<file path="src/rtl/msrh_conf_pkg.sv">
// Core configuration constants shared by the msrh pipeline blocks.
package msrh_conf_pkg;
    localparam int DISP_SIZE = 2;
endpackage

</file>
<file path="src/rtl/msrh_pkg.sv">
// Common msrh pipeline types: register references, issue payload, writeback wakeup.
package msrh_pkg;
    import msrh_conf_pkg::*;

    localparam int CMT_ID_W     = 4;
    localparam int RNID_W       = 6;
    localparam int TGT_BUS_SIZE = 2;

    typedef enum logic [1:0] {
        GPR = 2'd0,
        FPR = 2'd1
    } reg_t;

    typedef struct packed {
        logic              valid;
        reg_t              typ;
        logic [4:0]        regidx;
        logic [RNID_W-1:0] rnid;
        logic              ready;
    } reg_rd_issue_t;

    typedef struct packed {
        logic              valid;
        reg_t              typ;
        logic [4:0]        regidx;
        logic [RNID_W-1:0] rnid;
    } reg_wr_issue_t;

    typedef struct packed {
        logic                      valid;
        logic [31:0]               inst;
        logic [31:0]               pc_addr;
        logic [CMT_ID_W-1:0]       cmt_id;
        logic [DISP_SIZE-1:0]      grp_id;
        reg_rd_issue_t [1:0]       rd_regs;
        reg_wr_issue_t             wr_reg;
    } issue_t;

    typedef struct packed {
        logic              valid;
        logic [RNID_W-1:0] rd_rnid;
        reg_t              rd_type;
    } phy_wr_t;
endpackage

</file>
<file path="src/rtl/msrh_csu_sched_pkg.sv">
// Types and helpers for the CSU serialising issue scheduler.
package msrh_csu_sched_pkg;

    typedef enum logic [1:0] {
        INVALID = 2'd0,
        WAIT    = 2'd1,
        ISSUED  = 2'd2
    } ent_state_t;

    typedef struct packed {
        msrh_pkg::issue_t issue;
        logic             rs1_ready;
    } csu_entry_t;

    // A writeback to physical register 0 never wakes anyone: rnid 0 is the hard zero.
    function automatic logic wakeup_hit(input msrh_pkg::reg_rd_issue_t rd,
                                        input msrh_pkg::phy_wr_t       wr);
        return wr.valid & (wr.rd_type == rd.typ) & (wr.rd_rnid == rd.rnid) &
               (rd.rnid != '0);
    endfunction
endpackage

</file>
<file path="src/rtl/msrh_csu_sched_entry.sv">
// One CSU scheduler queue slot: holds the instruction and tracks rs1 readiness.
//
//  state   | meaning
//  --------+------------------------------------------------
//  INVALID | slot empty
//  WAIT    | enqueued, waiting for rs1 / commit order / pipe
//  ISSUED  | sent to the CSU pipe, waiting for ex3 done
module msrh_csu_sched_entry
    import msrh_csu_sched_pkg::*;
#(
    parameter int TGT_BUS_SIZE = msrh_pkg::TGT_BUS_SIZE
) (
    input  logic              i_clk,
    input  logic              i_reset_n,
    input  logic              i_flush,
    input  logic              i_load,
    input  msrh_pkg::issue_t  i_load_issue,
    input  msrh_pkg::phy_wr_t i_phy_wr [TGT_BUS_SIZE],
    input  logic              i_set_issued,
    input  logic              i_clear,
    output ent_state_t        o_state,
    output msrh_pkg::issue_t  o_issue,
    output logic              o_rs1_ready
);

    ent_state_t       state_q, state_d;
    csu_entry_t       entry_q, entry_d;
    logic             wake_load;
    logic             wake_cur;

    // Wakeup matching for both the incoming instruction and the stored one
    always_comb begin
        wake_load = 1'b0;
        wake_cur  = 1'b0;
        for (int b = 0; b < TGT_BUS_SIZE; b++) begin
            wake_load = wake_load | wakeup_hit(i_load_issue.rd_regs[0], i_phy_wr[b]);
            wake_cur  = wake_cur  | wakeup_hit(entry_q.issue.rd_regs[0], i_phy_wr[b]);
        end
    end

    // Same-cycle wakeup counts as ready so the op can issue on the following edge
    assign o_rs1_ready = entry_q.rs1_ready | wake_cur;
    assign o_state     = state_q;
    assign o_issue     = entry_q.issue;

    // Slot state transitions and payload capture
    always_comb begin
        state_d = state_q;
        entry_d = entry_q;
        if (i_flush) begin
            state_d           = INVALID;
            entry_d.rs1_ready = 1'b0;
        end else begin
            case (state_q)
                INVALID: begin
                    if (i_load) begin
                        state_d           = WAIT;
                        entry_d.issue     = i_load_issue;
                        entry_d.rs1_ready = ~i_load_issue.rd_regs[0].valid |
                                            i_load_issue.rd_regs[0].ready | wake_load;
                    end
                end
                WAIT: begin
                    entry_d.rs1_ready = o_rs1_ready;
                    if (i_set_issued) begin
                        state_d = ISSUED;
                    end
                end
                ISSUED: begin
                    if (i_clear) begin
                        state_d           = INVALID;
                        entry_d.rs1_ready = 1'b0;
                    end
                end
                default: begin
                    state_d           = INVALID;
                    entry_d.rs1_ready = 1'b0;
                end
            endcase
        end
    end

    // State and payload registers
    always_ff @(posedge i_clk or negedge i_reset_n) begin
        if (!i_reset_n) begin
            state_q <= INVALID;
            entry_q <= '0;
        end else begin
            state_q <= state_d;
            entry_q <= entry_d;
        end
    end

endmodule

</file>
<file path="src/rtl/msrh_csu_issue_sched.sv">
// Serialising in-order issue scheduler in front of the CSU execution pipe.
// Only the head entry may issue, and only when it is the oldest uncommitted
// instruction with no other CSU op in flight.
module msrh_csu_issue_sched
    import msrh_csu_sched_pkg::*;
#(
    parameter int ENTRY_SIZE   = 4,
    parameter int TGT_BUS_SIZE = msrh_pkg::TGT_BUS_SIZE
) (
    input  logic                                 i_clk,
    input  logic                                 i_reset_n,
    input  logic                                 i_disp_valid,
    input  msrh_pkg::issue_t                     i_disp_issue,
    output logic                                 o_disp_ready,
    input  msrh_pkg::phy_wr_t                    i_phy_wr [TGT_BUS_SIZE],
    input  logic [msrh_pkg::CMT_ID_W-1:0]        i_rob_head_cmt_id,
    input  logic [msrh_conf_pkg::DISP_SIZE-1:0]  i_rob_head_grp_id,
    output msrh_pkg::issue_t                     o_rv0_issue,
    output logic [ENTRY_SIZE-1:0]                o_rv0_index,
    input  logic                                 i_done,
    input  logic [ENTRY_SIZE-1:0]                i_done_index_oh,
    input  logic                                 i_flush_valid,
    output logic                                 o_busy
);

    localparam int PTR_W = $clog2(ENTRY_SIZE);
    localparam int CNT_W = PTR_W + 1;

    logic [PTR_W-1:0]      head_q, head_d;
    logic [PTR_W-1:0]      tail_q, tail_d;
    logic [CNT_W-1:0]      count_q, count_d;
    logic                  inflight_q, inflight_d;
    logic                  busy_q, busy_d;
    msrh_pkg::issue_t      issue_q, issue_d;
    logic [ENTRY_SIZE-1:0] index_q, index_d;

    ent_state_t            ent_state [ENTRY_SIZE];
    msrh_pkg::issue_t      ent_issue [ENTRY_SIZE];
    logic [ENTRY_SIZE-1:0] ent_rs1_ready;
    logic [ENTRY_SIZE-1:0] ent_load;
    logic [ENTRY_SIZE-1:0] ent_set_issued;
    logic [ENTRY_SIZE-1:0] ent_clear;

    logic [ENTRY_SIZE-1:0] head_oh;
    ent_state_t            head_state;
    msrh_pkg::issue_t      head_issue;
    logic                  head_rs1_ready;
    logic                  disp_ready;
    logic                  enq_ok;
    logic                  issue_ok;
    logic                  done_ok;

    for (genvar i = 0; i < ENTRY_SIZE; i++) begin : g_entry
        msrh_csu_sched_entry #(
            .TGT_BUS_SIZE (TGT_BUS_SIZE)
        ) u_entry (
            .i_clk        (i_clk),
            .i_reset_n    (i_reset_n),
            .i_flush      (i_flush_valid),
            .i_load       (ent_load[i]),
            .i_load_issue (i_disp_issue),
            .i_phy_wr     (i_phy_wr),
            .i_set_issued (ent_set_issued[i]),
            .i_clear      (ent_clear[i]),
            .o_state      (ent_state[i]),
            .o_issue      (ent_issue[i]),
            .o_rs1_ready  (ent_rs1_ready[i])
        );
    end

    // Head selection and the enqueue / issue / done qualifiers; flush overrides all three
    always_comb begin
        head_oh         = '0;
        head_oh[head_q] = 1'b1;
        head_state      = ent_state[head_q];
        head_issue      = ent_issue[head_q];
        head_rs1_ready  = ent_rs1_ready[head_q];

        // Full is decided from the registered count only; a same-cycle done does not open a slot
        disp_ready = (count_q != CNT_W'(ENTRY_SIZE));
        enq_ok     = i_disp_valid & disp_ready & i_disp_issue.valid & ~i_flush_valid;
        issue_ok   = ~i_flush_valid & (head_state == WAIT) & head_rs1_ready & ~inflight_q &
                     (head_issue.cmt_id == i_rob_head_cmt_id) &
                     ((head_issue.grp_id & i_rob_head_grp_id) != '0);
        done_ok    = ~i_flush_valid & i_done & (i_done_index_oh == head_oh) &
                     (head_state == ISSUED);

        for (int i = 0; i < ENTRY_SIZE; i++) begin
            ent_load[i]       = enq_ok & (tail_q == PTR_W'(i));
            ent_set_issued[i] = issue_ok & head_oh[i];
            ent_clear[i]      = done_ok & head_oh[i];
        end
    end

    // Pointer, occupancy, in-flight and issue-output next state
    always_comb begin
        head_d     = head_q;
        tail_d     = tail_q;
        count_d    = count_q;
        inflight_d = inflight_q;
        issue_d    = '0;
        index_d    = '0;
        if (i_flush_valid) begin
            head_d     = '0;
            tail_d     = '0;
            count_d    = '0;
            inflight_d = 1'b0;
        end else begin
            if (enq_ok) begin
                tail_d = tail_q + PTR_W'(1);
            end
            if (done_ok) begin
                head_d = head_q + PTR_W'(1);
            end
            count_d = count_q + CNT_W'(enq_ok) - CNT_W'(done_ok);
            if (issue_ok) begin
                inflight_d    = 1'b1;
                issue_d       = head_issue;
                issue_d.valid = 1'b1;
                index_d       = head_oh;
            end else if (done_ok) begin
                inflight_d = 1'b0;
            end
        end
        busy_d = (count_d != '0);
    end

    // Control registers
    always_ff @(posedge i_clk or negedge i_reset_n) begin
        if (!i_reset_n) begin
            head_q     <= '0;
            tail_q     <= '0;
            count_q    <= '0;
            inflight_q <= 1'b0;
            busy_q     <= 1'b0;
            issue_q    <= '0;
            index_q    <= '0;
        end else begin
            head_q     <= head_d;
            tail_q     <= tail_d;
            count_q    <= count_d;
            inflight_q <= inflight_d;
            busy_q     <= busy_d;
            issue_q    <= issue_d;
            index_q    <= index_d;
        end
    end

    assign o_disp_ready = disp_ready;
    assign o_rv0_issue  = issue_q;
    assign o_rv0_index  = index_q;
    assign o_busy       = busy_q;

endmodule

</file>
<file path="config.mk">
export PLATFORM = sky130hd
export DESIGN_NAME = msrh_csu_issue_sched
export DESIGN_NICKNAME = d
export VERILOG_FILES = /design/src/rtl/msrh_conf_pkg.sv /design/src/rtl/msrh_pkg.sv /design/src/rtl/msrh_csu_sched_pkg.sv /design/src/rtl/msrh_csu_sched_entry.sv /design/src/rtl/msrh_csu_issue_sched.sv
export SDC_FILE = /design/constraint.sdc
export NUM_CORES = 1
export LEC_CHECK = 0
export ABC_AREA = 1
export BUFFER_PORTS_ARGS = -buffer_cell sky130_fd_sc_hd__buf_2
export CAP_MARGIN = 40
export CELL_PAD_IN_SITES_DETAIL_PLACEMENT = 0
export CELL_PAD_IN_SITES_GLOBAL_PLACEMENT = 1
export CORE_MARGIN = 2
export CORE_UTILIZATION = 45
export DETAILED_ROUTE_END_ITERATION = 16
export GPL_TIMING_DRIVEN = 0
export PLACE_DENSITY_LB_ADDON = 0.3
export SETUP_SLACK_MARGIN = 0.3
export SYNTH_ARGS = -nofsm -noshare
export SYNTH_HDL_FRONTEND = slang
export SYNTH_SLANG_ARGS = --single-unit
</file>
<file path="constraint.sdc">
create_clock -name i_clk -period 8.75 [get_ports i_clk]
set_input_delay 0.4375 -clock i_clk [delete_from_list [all_inputs] [get_ports i_clk]]
set_output_delay 0.4375 -clock i_clk [all_outputs]
set_load 0.03 [all_outputs]
</file>
==> flow_summary.ini, run 1 <==
[cts]
clk-insertion-delay-late_ns = 0.61
clk_pin_slew_worst_paths_ns = 0.06
cts_num_sinks = 596
clock_tree.root_cell = clkbuf_16
postCtsResizedCells = 0
cts_made_buffers = 67
cts_max_path_buffers = 3
cts_h_tree_depth = 3
tritoncts = done

[yosys]
synthesis.area_per_instance_sq_um = 8.23
synth_sequential_area_ratio_pct = 54.7
synth_top_flop_cell = dfrtp_1
synth_seq_cells = 596
post_synth_instance_area_sq_um = 27300
post_synth_num_cell_types = 38
syn_nets = 3472
yosys-top-cells-area = dfrtp_1, nand2_1, o21ai_0
synth-async-reset-ratio_pct = 100
synth-edff-count = 0
synth_top_area_cell = dfrtp_1
yosysWarningCount = 0
share_of_the_synthesized_area_in_the_top_cell_type_pct = 54.7
syn_inst = 3313

[global_route]
initial_antenna_violation_count = 17
pin_count_of_the_biggest_net_entering_global_routing = 120
first_global_vias = 23200
grt.total_usage_pct = 29.2
grt.overflow.total = 0
grt_first_pass_wirelength_um = 140000

[placed_design]
post_dp_cell_area_sq_um = 29800
gp_congestion = 0.962
port_buffers = 263
hpwl_um = 63300
dpl_worst_slack_ns = 3.72

[timing]
setup_viol = 0
final.setup.worst_slack_ns = 3.63
slew_margin_rel_pct = 36.7
count_of_final_hold_check_violations = 0
timing.final.max_slew_violations = 0
worst_pin_slew_ns = 0.948
final.min_clock_period_ns = 5.12
clock-skew-final_ns = 0.0213
setup_repair_after_global_routing_missed_its_margin = false
fin_crit_sh_pct = 58.5
fmaxAchievable_mhz = 195

[worst_setup_path]
crit_path_top_delay_cell = clkbuf_1
critical_path.endpoint_type = flop
critical_path.reg2reg.startpoint = head_q[1]$_DFFE_PN0P_
timing.reg2reg.worst_path_depth = 15
crit_path_start_kind = flop
critical_path.max_fanout = 11
worst_ep_arrival_time_ns = 5.58
crit-reg2reg-capture = o_busy$_DFF_PN0_
regToRegSetupSlack_ns = 3.63
worstPathCellList = bufinv_8, clkbuf_1, clkbuf_1, ha_1, o22ai_1, nor3_1, and2_1, clkbuf_1, ha_1, inv_1, ha_1, fa_1, inv_1, nor2_1, or3_1
required_time_of_the_critical_path_ns = 9.21
path_type_of_the_worst_setup_path = flop to flop
timing.critical_path.slowest_cell_delay_ns = 0.70

[floorplanning]
placementRows = 90
die_height_um = 250
placeableCoreArea_sq_um = 60100
dieArea_sq_um = 62600
io_pins = 269
initial_core_util_pct = 45.4
die_x_um = 250

[finish]
filler_cell_count = 5922
register_area_sq_um = 14900
final_common_cell = nand2_1
most-common-layout-cells = nand2_1, dfrtp_1, o21ai_0
synthToLayoutAreaGrowth_pct = 17.1
multi_input_comb_area_sq_um = 10300
ratio_of_cells_with_drive_above_1_in_the_final_layout_pct = 15.7
finalNetCount = 3815
layout.cell_area.non_filler_sq_um = 31900

[route]
dr.pass1.iters = 5
detailroute.via_count = 23700
wirelength_um = 91000
drt.antenna.violating_nets = 0
routed_via_density = 5.27
initialDrtViolationCount = 2184
post_drt_wl_per_cell_um = 20.3
drcViolationCount = 0

[flow_run]
max-cap-violations = 0

[worst_hold_path]
hold_class = input port to flop
min_to = g_entry[1].u_entry.o_issue[50]$_DFFE_PN0P_
timing.hold.worst_path_depth = 3
timing.hold.worst.start = i_disp_issue[50]

[power]
power_leakage_nw = 16.4
power.density_nw_per_um2 = 216
vdd_ir_drop_max_uv = 128

[outcome]
status = completed
==> power breakdown <==
part / internal (W) / leakage, nW / switching (W)
Sequential: 0.00308 / 7.47 / 0.000146
Clock: 0.00164 / 1.04 / 0.00114
Combinational: 0.000308 / 7.88 / 0.000578
==> state kept, by name, indices dropped and copies added, names as in the netlist <==
name	flops
g_entry.u_entry.entry_q	4
o_busy	1
count_q	3
o_rv0_index	4
g_entry.u_entry.o_state	8
g_entry.u_entry.o_issue	456
head_q	2
o_rv0_issue	115
tail_q	2
inflight_q	1
==> cells in the mapped netlist, types with 3 or more instances <==
cell      count
nand2_1    1189
dfrtp_1     596
o21ai_0     461
inv_1       277
a21oi_1     238
clkbuf_1    103
nor2_1       79
buf_2        71
nor2_4       59
nand3_1      45
nor2_2       42
nand4_1      25
xor2_1       21
nor3_1       19
inv_2        17
ha_1         10
o21ai_1       8
buf_6         7
buf_12        6
o22ai_1       6
xnor2_1       6
nand3_2       4
buf_1         3
nand2_2       3
==> how the worst max path moves through the flow <==
stage / from / end / slack, ns / depth (start not counted)
2_1_floorplan: head_q[1]$_DFFE_PN0P_ / o_busy$_DFF_PN0_ / 5.11 / 15
3_3_place_gp: i_reset_n / o_rv0_issue[60]$_DFF_PN0_ / -5.54 / 1
3_5_place_dp: head_q[1]$_DFFE_PN0P_ / o_busy$_DFF_PN0_ / 3.72 / 15
4_1_cts: head_q[1]$_DFFE_PN0P_ / o_busy$_DFF_PN0_ / 3.71 / 15
5_1_grt: head_q[1]$_DFFE_PN0P_ / o_busy$_DFF_PN0_ / 3.34 / 15
6_report: head_q[1]$_DFFE_PN0P_ / o_busy$_DFF_PN0_ / 3.63 / 15
==> metal layers <==
layer | wire length [um] | vias to the layer above | global-route usage (%)
met5 | 73 | - | 0
met4 | 2550 | 12 | 9.73
met3 | 5880 | 162 | 4.29
met2 | 42900 | 810 | 47.6
met1 | 39600 | 11500 | 40.3
li1 | - | 11100 | -
==> area by class of cell <==
class | count | share of cell area, %
multi-input cells | 2228 | 32.1
flip-flops and latches | 596 | 46.7
plain buffers | 193 | 3.04
repair buffers | 274 | 4.80
inverters | 296 | 3.52
clock buffers | 99 | 6.17
well taps | 782 | 3.06
clock inverters | 15 | 0.497
diodes | 10 | 0.0783
==> repair_timing <==
action,4_1_cts,5_1_grt
setup buffers,0,0
hold buffers,1,0
hold endpoints to repair,70,0
==> worst max-delay path, delay by kind of cell (launching register included) <==
kind	cells	cell delay [ns]
AO/OA/AOI/OAI	1	0.13
adder cells (fa/ha/maj)	4	1.29
flip-flops	1	0.43
AND/OR/NAND/NOR	4	1.06
buffers and inverters	6	2.06
==> cell families (layout without fill, tap and decap cells) <==
family	after synthesis	in the layout	synth area share, %
other	0	10	0
AOI/OAI and AO/OA	720	720	13.3
xor gates and xnor gates	27	27	0.867
DFF	596	596	54.7
adders and majority gates	11	11	0.532
and+or+nand+nor	1470	1470	22.9
buffers and inverters	489	877	7.69
==> through the flow <==
stage	cells	hold WS (ns)	setup TNS (ns)	util, %	total power [W]
finish	4493	0.0797	0	53.1	0.00689
global route	4487	0.0824	0	53.1	0.00721
CTS	4483	0.0569	0	53.1	0.00693
detailed placement	4368	0.455	0	49.5	0.00415
global placement	4358	0.455	-3244.77	49.2	0.00412
floorplan	3313	0.142	0	-	0.00382
(Power assumes the default switching activity.)
==> inputs of run 2 (changes only) <==
--- a/config.mk
+++ b/config.mk
@@ -5,7 +5,7 @@
 export SDC_FILE = /design/constraint.sdc
 export NUM_CORES = 1
 export LEC_CHECK = 0
-export ABC_AREA = 1
+export ABC_AREA = 0
 export BUFFER_PORTS_ARGS = -buffer_cell sky130_fd_sc_hd__buf_2
 export CAP_MARGIN = 40
 export CELL_PAD_IN_SITES_DETAIL_PLACEMENT = 0
==> constraint.sdc (replaced) <==
create_clock -name i_clk -period 4.4 [get_ports i_clk]
set_input_delay 0.22 -clock i_clk [delete_from_list [all_inputs] [get_ports i_clk]]
set_output_delay 0.22 -clock i_clk [all_outputs]
set_load 0.03 [all_outputs]
==> run 2 against run 1 <==
- die area down 5.5%
- routed wire length down 30%
- critical endpoint unchanged
- clock power up 99%
- maximum frequency up 33%
- cell count down 35%
- hold slack better by 0.049 ns
- core utilization up 2.9 points
- design area down 0.85%
- clock-buffer cell count up 5
==> flow_summary.ini, run 2 <==
[yosys]
syn_nets = 1817
syn_inst = 1658
synth_top_area_cell = dfrtp_1
synth_common_cells = dfrtp_1, mux2_2, and2_1, mux4_2, clkbuf_1
synthesis.area_per_instance_sq_um = 15.5
synth_sequential_area_ratio_pct = 57.9
synth_most_common_cell = dfrtp_1
share_of_the_synthesized_area_in_the_top_cell_type_pct = 57.9
post_synth_instance_area_sq_um = 25800
synth-async-reset-ratio_pct = 100
yosysWarningCount = 0
post_synth_num_cell_types = 54
yosys-top-cells-area = dfrtp_1, mux2_2, mux4_2
synth_seq_cells = 596
synth_top_flop_cell = dfrtp_1
synth-edff-count = 0

[worst_setup_path]
crit_path_top_delay_cell = dfrtp_1
required_time_of_the_critical_path_ns = 4.86
critical_path.endpoint_type = flop
regToRegSetupSlack_ns = 0.55
crit_path_start_kind = flop
timing.reg2reg.worst_path_depth = 15
critical_path.max_fanout = 10
timing.critical_path.slowest_cell_delay_ns = 0.45
worst_ep_arrival_time_ns = 4.31
worstPathCellList = clkbuf_4, inv_1, ha_1, xnor2_1, nand3_1, nor4b_4, clkbuf_4, ha_1, inv_1, ha_1, fa_1, xnor2_1, xnor2_1, nor2_1, or3_1
path_type_of_the_worst_setup_path = flop to flop

[placed_design]
port_buffers = 250
dpl_worst_slack_ns = -0.293
gp_congestion = 0.882
hpwl_um = 44200

[cts]
clk-insertion-delay-late_ns = 0.60
cts_made_buffers = 68
tritoncts = done
clock_tree.root_cell = clkbuf_16
cts_num_sinks = 596
cts_max_path_buffers = 3
cts_h_tree_depth = 3
clk_pin_slew_worst_paths_ns = 0.06

[timing]
setup_viol = 0
fin_worst_hold_slack_ns = 0.129
final.min_clock_period_ns = 3.85
fin_crit_sh_pct = 87.5
clock-skew-final_ns = 0.0154
fmaxAchievable_mhz = 260
final.setup.worst_slack_ns = 0.549
count_of_final_hold_check_violations = 0
final.setup.tns_ns = 0
setup_repair_after_global_routing_missed_its_margin = false
slew_margin_rel_pct = 42.7
worst_pin_slew_ns = 0.859
timing.final.max_slew_violations = 0

[finish]
most-common-layout-cells = dfrtp_1, mux2_2, buf_2
filler_cell_count = 4594
final_common_cell = dfrtp_1
final_util_pct = 56.1
synthToLayoutAreaGrowth_pct = 23.0
largest_register_ffs = 456
finalNetCount = 2272
ratio_of_cells_with_drive_above_1_in_the_final_layout_pct = 46.0

[global_route]
first_global_vias = 17100
initial_antenna_violation_count = 6
pin_count_of_the_biggest_net_entering_global_routing = 126
grt_first_pass_wirelength_um = 101000
grt.total_usage_pct = 22.1
grt.overflow.total = 0

[route]
detailroute.via_count = 15500
post_drt_wl_per_cell_um = 21.8
dr.pass1.iters = 5
drcViolationCount = 0
drt.antenna.violating_nets = 0
initialDrtViolationCount = 790
routed_via_density = 5.30
wirelength_um = 63700

[floorplanning]
initial_core_util_pct = 45.6
dieArea_sq_um = 59200
die_height_um = 243
die_x_um = 243
io_pins = 269
placeableCoreArea_sq_um = 56500
placementRows = 87

[outcome]
status = completed

[power]
power.density_nw_per_um2 = 452
power.total_w = 0.0143
vdd_ir_drop_max_uv = 282
power_leakage_nw = 14.8

[worst_hold_path]
hold_class = input port to flop
timing.hold.worst_path_depth = 4

[flow_run]
max-cap-violations = 0
-- run 2: cell count changes in the layout (fill, tap and decap cells not counted), moves of 113 or more --
cell           before  now
nand2_1          1189   13
mux2_2              0  456
and2_1              1  114
a21oi_1           238    9
mux4_2              0  114
dlygate4sd3_1       1  114
inv_1             277   14
o21ai_0           461    6
-- run 2: metrics by stage --
stage | area [sq um] | instances
2_1_floorplan | 25800 | 1658
3_3_place_gp | 28000 | 2664
3_5_place_dp | 28300 | 2685
4_1_cts | 31700 | 2920
5_1_grt | 31700 | 2921
6_report | 31700 | 2922
-- run 2: report_power, final --
part           internal, W  switching [W]
Clock              0.00331        0.00223
Sequential         0.00634       0.000505
Combinational      0.00126       0.000683
-- run 2: area by class of cell --
type | count | area, sq um | share of cell area [%]
flip-flops and latches | 596 | 14900 | 47.1
well taps | 756 | 946 | 2.99
repair buffers | 385 | 2740 | 8.66
diodes | 2 | 5.00 | 0.0158
plain buffers | 109 | 490 | 1.55
clock inverters | 17 | 170 | 0.537
inverters | 15 | 56.3 | 0.178
multi-input cells | 938 | 10300 | 32.6
clock buffers | 104 | 2030 | 6.41
-- run 2: metal layers --
| layer | routed length (um) | GRT usage (%) | vias up |
|---|---|---|---|
| met2 | 31700 | 36.9 | 302 |
| met1 | 28000 | 29.8 | 8215 |
| met3 | 2740 | 3.81 | 84 |
| met4 | 1130 | 6.01 | 8 |
| met5 | 56 | 0 | - |
| li1 | - | - | 6885 |
-- run 2: logic make-up after synthesis --
kind of cell             count (synthesis)  share of synthesized area, %
buffers and inverters                  124                          2.09
AO/OA/AOI/OAI                           40                          1.09
XOR/XNOR                                92                          3.13
AND/OR/NAND/NOR                        222                          5.09
multiplexers                           573                          30.1
flip-flops                             596                          57.9
adder cells (fa/ha/maj)                 11                         0.563
-- run 2: final timing paths --
| path | start | endpoint |
|---|---|---|
| max reg2reg | head_q[1]$_DFFE_PN0P_ | o_busy$_DFF_PN0_ |
| max in group asynchronous | i_reset_n | g_entry[2].u_entry.o_issue[67]$_DFFE_PN0P_ |
| min reg2reg | g_entry[2].u_entry.o_issue[94]$_DFFE_PN0P_ | g_entry[2].u_entry.o_issue[94]$_DFFE_PN0P_ |
| max | head_q[1]$_DFFE_PN0P_ | o_busy$_DFF_PN0_ |
| min in group asynchronous | i_reset_n | g_entry[1].u_entry.o_issue[31]$_DFFE_PN0P_ |
| min | i_disp_valid | tail_q[1]$_DFFE_PN0P_ |
-- run 2: timing repair --
item	4_1_cts	5_1_grt
buffers inserted	0	0
resized for setup	3	5
hold buffers	114	0
setup endpoints to repair	3	1
hold endpoints to repair	518	0
-- run 2: worst max-delay path, delay by kind of cell (launching register included) --
family / cells / cell delay [ns]
simple gates: 4 / 0.93
flops: 1 / 0.45
xor+xnor: 3 / 0.52
buf+inv: 4 / 0.76
fa+ha+maj: 4 / 1.06
